## src/rtl/iter_muldiv.sv

```systemverilog
`default_nettype none
// ============================================================================
// Module      : iter_muldiv
// Description : Iterative radix-2 unsigned multiply / divide unit
//               (MUL, MULH, DIVU, REMU) with a valid/ready handshake.
// Revision    : 1.0 - initial release
// ============================================================================
module iter_muldiv #(
    parameter int WIDTH = 32,
    parameter int CNTW  = 6
) (
    input  logic             clk,
    input  logic             reset_b,
    input  logic             flush,
    input  logic             in_valid,
    output logic             in_ready,
    input  logic [1:0]       op,
    input  logic [WIDTH-1:0] din_a,
    input  logic [WIDTH-1:0] din_b,
    output logic             out_valid,
    input  logic             out_ready,
    output logic [WIDTH-1:0] dout,
    output logic             vout,
    output logic             dzout
);

    localparam logic [1:0]      c_OP_MUL  = 2'b00;
    localparam logic [1:0]      c_OP_MULH = 2'b01;
    localparam logic [1:0]      c_OP_DIVU = 2'b10;
    localparam logic [CNTW-1:0] c_LAST    = CNTW'(WIDTH - 1);

    typedef enum logic [1:0] {
        S_IDLE = 2'd0,
        S_BUSY = 2'd1,
        S_DONE = 2'd2
    } state_t;

    state_t             r_state;
    state_t             w_state_nxt;
    logic [1:0]         r_op;
    logic [WIDTH-1:0]   r_b;
    logic [CNTW-1:0]    r_cnt;
    logic [2*WIDTH-1:0] r_acc;
    logic [2*WIDTH-1:0] w_acc_nxt;
    logic [WIDTH-1:0]   r_dout;
    logic               r_vout;
    logic               r_dz;
    logic [WIDTH-1:0]   w_result;
    logic [WIDTH:0]     w_sum;
    logic [WIDTH:0]     w_diff;
    logic               w_accept;
    logic               w_finish;
    logic               w_dz;

    assign w_dz     = r_op[1] & (r_b == '0);
    assign w_finish = w_dz | (r_cnt == c_LAST);

    // Multiply: add b into the upper half on a set LSB, then shift right.
    // Divide: shift left, trial-subtract b, keep the difference if non-negative.
    always_comb begin
        w_sum  = {1'b0, r_acc[2*WIDTH-1:WIDTH]} + {1'b0, (r_acc[0] ? r_b : {WIDTH{1'b0}})};
        w_diff = r_acc[2*WIDTH-1:WIDTH-1] - {1'b0, r_b};
        if (!r_op[1]) begin
            w_acc_nxt = {w_sum, r_acc[WIDTH-1:1]};
        end else if (w_diff[WIDTH]) begin
            w_acc_nxt = {r_acc[2*WIDTH-2:0], 1'b0};
        end else begin
            w_acc_nxt = {w_diff[WIDTH-1:0], r_acc[WIDTH-2:0], 1'b1};
        end
    end

    // On divide-by-zero the accumulator low half still holds the dividend.
    always_comb begin
        case (r_op)
            c_OP_MUL:  w_result = w_acc_nxt[WIDTH-1:0];
            c_OP_MULH: w_result = w_acc_nxt[2*WIDTH-1:WIDTH];
            c_OP_DIVU: w_result = w_dz ? {WIDTH{1'b1}} : w_acc_nxt[WIDTH-1:0];
            default:   w_result = w_dz ? r_acc[WIDTH-1:0] : w_acc_nxt[2*WIDTH-1:WIDTH];
        endcase
    end

    always_ff @(posedge clk or negedge reset_b) begin
        if (!reset_b) begin
            r_state <= S_IDLE;
        end else begin
            r_state <= w_state_nxt;
        end
    end

    always_comb begin
        w_state_nxt = r_state;
        in_ready    = 1'b0;
        out_valid   = 1'b0;
        w_accept    = 1'b0;
        case (r_state)
            S_IDLE: begin
                in_ready = 1'b1;
                if (in_valid && !flush) begin
                    w_accept    = 1'b1;
                    w_state_nxt = S_BUSY;
                end
            end
            S_BUSY: begin
                if (flush) begin
                    w_state_nxt = S_IDLE;
                end else if (w_finish) begin
                    w_state_nxt = S_DONE;
                end
            end
            S_DONE: begin
                out_valid = 1'b1;
                if (flush || out_ready) begin
                    w_state_nxt = S_IDLE;
                end
            end
            default: w_state_nxt = S_IDLE;
        endcase
    end

    always_ff @(posedge clk or negedge reset_b) begin
        if (!reset_b) begin
            r_op   <= 2'b00;
            r_b    <= '0;
            r_cnt  <= '0;
            r_acc  <= '0;
            r_dout <= '0;
            r_vout <= 1'b0;
            r_dz   <= 1'b0;
        end else if (flush) begin
            r_cnt  <= '0;
            r_dout <= '0;
            r_vout <= 1'b0;
            r_dz   <= 1'b0;
        end else if (w_accept) begin
            r_op   <= op;
            r_b    <= din_b;
            r_cnt  <= '0;
            r_acc  <= {{WIDTH{1'b0}}, din_a};
            r_dout <= '0;
            r_vout <= 1'b0;
            r_dz   <= 1'b0;
        end else if (r_state == S_BUSY) begin
            r_acc <= w_acc_nxt;
            r_cnt <= r_cnt + 1'b1;
            if (w_finish) begin
                r_dout <= w_result;
                r_vout <= ~r_op[1] & (|w_acc_nxt[2*WIDTH-1:WIDTH]);
                r_dz   <= w_dz;
            end
        end
    end

    assign dout  = r_dout;
    assign vout  = r_vout;
    assign dzout = r_dz;

endmodule
`default_nettype wire

```

## config.mk

```make
export PLATFORM = sky130hd
export DESIGN_NAME = iter_muldiv
export DESIGN_NICKNAME = d
export VERILOG_FILES = /design/src/rtl/iter_muldiv.sv
export SDC_FILE = /design/constraint.sdc
export NUM_CORES = 1
export LEC_CHECK = 0
export BUFFER_PORTS_ARGS = -buffer_cell sky130_fd_sc_hd__clkbuf_2
export CAP_MARGIN = 20
export CORE_ASPECT_RATIO = 0.6
export CORE_MARGIN = 2
export CORE_UTILIZATION = 55
export DETAILED_ROUTE_END_ITERATION = 12
export GPL_ROUTABILITY_DRIVEN = 1
export PLACE_DENSITY = 0.82
export SKIP_LAST_GASP = 1
export SLEW_MARGIN = 25
export SYNTH_ARGS = -nofsm -noshare
export SYNTH_HDL_FRONTEND = slang
export SYNTH_SLANG_ARGS = --single-unit
```

## constraint.sdc

```tcl
create_clock -name clk -period 5 [get_ports clk]
set_input_delay 0.5 -clock clk [delete_from_list [all_inputs] [get_ports clk]]
set_output_delay 0.5 -clock clk [all_outputs]
set_load 0.05 [all_outputs]
```

==> flow_summary.ini <==
[clock_network]
htreeDepth = 4
clk_pin_slew_ns = 0.07
cts.path.max_buffers = 2
ctsHoldBuffers = 0
post_cts_buffers = 0
cts_sinks = 140
ctsResizeCount = 0
ctsRootBufferMaster = clkbuf_16
cts_tree = built
clock_latency_ns = 0.45
cts_made_buffers = 17

[route]
viasPerCell = 6.69
drt_first_pass_iters = 6
drc = 0
drt_iter0_drc = 1715
vias = 12100
drt-total-wl_um = 39100
wl_per_cell_um = 21.6
drtAntennaViolNets = 0

[grt]
grt_pass1_wl_um = 61300
grt_use_total_pct = 35.8
antenna_found_initial = 3
overflow = 0
grt_max_degree = 106
grt_pass1_vias = 10900

[synth]
synthXorXnorAreaFrac_pct = 3.41
synth.area.top_cells = dfrtp_1 (30%), ha_1 (7.0%), o21ai_0 (6.7%), nand2_1 (6.1%), a21oi_1 (4.8%)
yosys_warnings = 0
synth_top_family_by_area = compound AO/OA/AOI/OAI gates
synth_edf_count = 0
postSynthCellCount = 1465
synthMuxAreaShare_pct = 4.34
synth_fp_nets = 1603
synth_fa_ha_area_share_pct = 7.39
ys_async_sr_fraction_pct = 100
synth_cell_types = 80
ys_ff_latch = 140
ys_seq_area_share_pct = 30.3
synth_compound_area_share_pct = 28.2
synthFlopType = dfrtp_1
synth_top_area_share_pct = 30.3
synth_top_area_cell = dfrtp_1
syn_area_um2 = 11600
yosys.area_share.simple_pct = 21.3
synth.avg_cell_area_um2 = 7.89

[placed_design]
numPortBuffers = 106
gp_congestion = 1.01
dpl.hpwl_um = 28200

[worst_setup_path]
cp-startpoint = r_acc[31]$_DFFE_PN0P_
slowest_stage = or3_1
worst-path-buf-inv = 3
cp_common_cell = inv_1
cp-start-kind = flop
r2r_start = r_acc[31]$_DFFE_PN0P_
slowest_delay_ns = 0.61
worstPathMaxFanout = 16
critPathTopFamily = simple AND/OR/NAND/NOR gates
crit_required_ns = 5.33
path_class = flop to flop
crit_arrival_ns = 5.06
worstPathCellList = inv_1, ha_1, inv_1, fa_1, a211oi_1, o211ai_1, a311oi_1, buf_4, nor3_4, or3_1, nand2_4, o311ai_1, nor4b_1, nand4_1, nor4_1, a21oi_1
crit_path_end_kind = flop

[sta]
worst-slew-pin-transition_ns = 1.11
period_share_pct = 94.6
fmax_ghz = 0.211
setup_violations = 0
drv_slew = 0
holdWs_ns = 0.103
period_minus_slack_ns = 4.73
hold_violations = 0
relSlewSlack_pct = 26.0
rsz0062_at_grt = no
finalSetupTns_ns = 0
finalClockSkew_ns = 0.0121

[die]
ios = 107
chipWidth_um = 191
rows = 41
core_um2 = 20800
die_area_um2 = 22200
start_util_pct = 55.5
die_h_um = 116

[finish]
drive_gt1_share_pct = 13.2
utilization_pct = 61.8
final_cell_mix = nand2_1 (189), o21ai_0 (154), nor2_1 (140), dfrtp_1 (138), a21oi_1 (110)
nets = 1659
layout_commonest_cell = nand2_1
areaGrowthSynthToFinish_pct = 11.4

[status]
status = complete, no violations

[job]
maxCapViolations = 0

[power_and_ir_drop]
seq_power_share_pct = 23.6
p_per_area_nw_per_um2 = 594
clock_power_share_pct = 17.1
ir_worst_vdd_mv = 0.305
comb_power_share_pct = 59.2
intPower_mw = 3.80
p_leak_nw = 5.78
swShare_pct = 50.3
switchingPower_mw = 3.85

[worst_hold_path]
hold_path.class = input port to asynchronous set/reset pin
## metal layers
layer / part of all wire (%) / vias up / global-route usage (%)
li1: - / 5475 / -
met1: 44 / 5749 / 52.1
met2: 40 / 800 / 50.1
met3: 13 / 105 / 10.6
met4: 3.0 / 2 / 12.8
met5: 0.020 / - / 0
## synth_stat cells (26+ instances only)
library cell	count
ha_1	65
o21ai_0	154
a21oi_1	111
a221o_1	34
and2_1	40
mux2i_1	40
clkbuf_1	74
inv_1	47
xor2_1	26
a31oi_1	28
nand3_1	31
dfrtp_1	140
nor2_1	141
nand2_1	189
## registers in the layout, indices dropped and copies added (netlist names)
name and count:
r_state 2, r_b 32, r_cnt 6, r_acc 64, r_op 2, dout 32, vout 1, dzout 1
## worst reg2reg max path, delay by kind of cell, from the launching register on
kind / cells / cell delay (ns)
adder cells (fa/ha/maj): 2 / 0.61
AND/OR/NAND/NOR: 6 / 1.98
buffers and inverters: 3 / 0.37
AO/OA/AOI/OAI: 5 / 1.22
flip-flops: 1 / 0.42
## logic make-up after synthesis
group           count (synthesis)
fa+ha+maj                      67
flops                         140
simple gates                  523
compound gates                500
xor+xnor                       45
mux                            48
buf+inv                       142
## final timing paths
| check | to | slack, ns | cells after the start |
|---|---|---|---|
| min in group clk | r_b[24]$_DFFE_PN0P_ | 0.25 | 3 |
| max in group asynchronous | r_acc[0]$_DFFE_PN0P_ | 3.85 | 2 |
| worst max register to register | vout$_DFFE_PN0P_ | 0.27 | 16 |
| worst min register to register | dout[4]$_DFFE_PN0P_ | 0.49 | 2 |
| worst max-delay path | vout$_DFFE_PN0P_ | 0.27 | 16 |
| worst min-delay path | r_b[7]$_DFFE_PN0P_ | 0.10 | 1 |
## power groups by stage
stage                     Clock, mW  Sequential [mW]  Combinational [mW]
after global placement            0             1.79                4.27
after detailed placement          0             1.80                4.34
after global routing           1.37             1.83                4.91
after floorplan                   0             1.60                3.32
final                          1.31             1.81                4.53
after CTS                      1.32             1.78                4.39
## per-stage QoR
step / cells / power [mW] / setup slack, ns / instance area, um2
3_5_place_dp: 1781 / 6.14 / 0.406 / 12300
3_3_place_gp: 1781 / 6.05 / 0.610 / 12300
4_1_cts: 1813 / 7.48 / 0.381 / 12900
2_1_floorplan: 1465 / 4.91 / 1.20 / 11600
6_report: 1814 / 7.65 / 0.268 / 12900
5_1_grt: 1813 / 8.11 / 0.0543 / 12900
## layout make-up
class	instances	area [um2]
multi-input cells	1183	7510
repair buffers	131	739
inverters	48	180
well taps	279	349
flip-flops and latches	140	3510
clock inverters	15	163
clock buffers	17	425
diodes	1	2.50
fillers	1848	7950
Power figures use the tool's default switching activity.
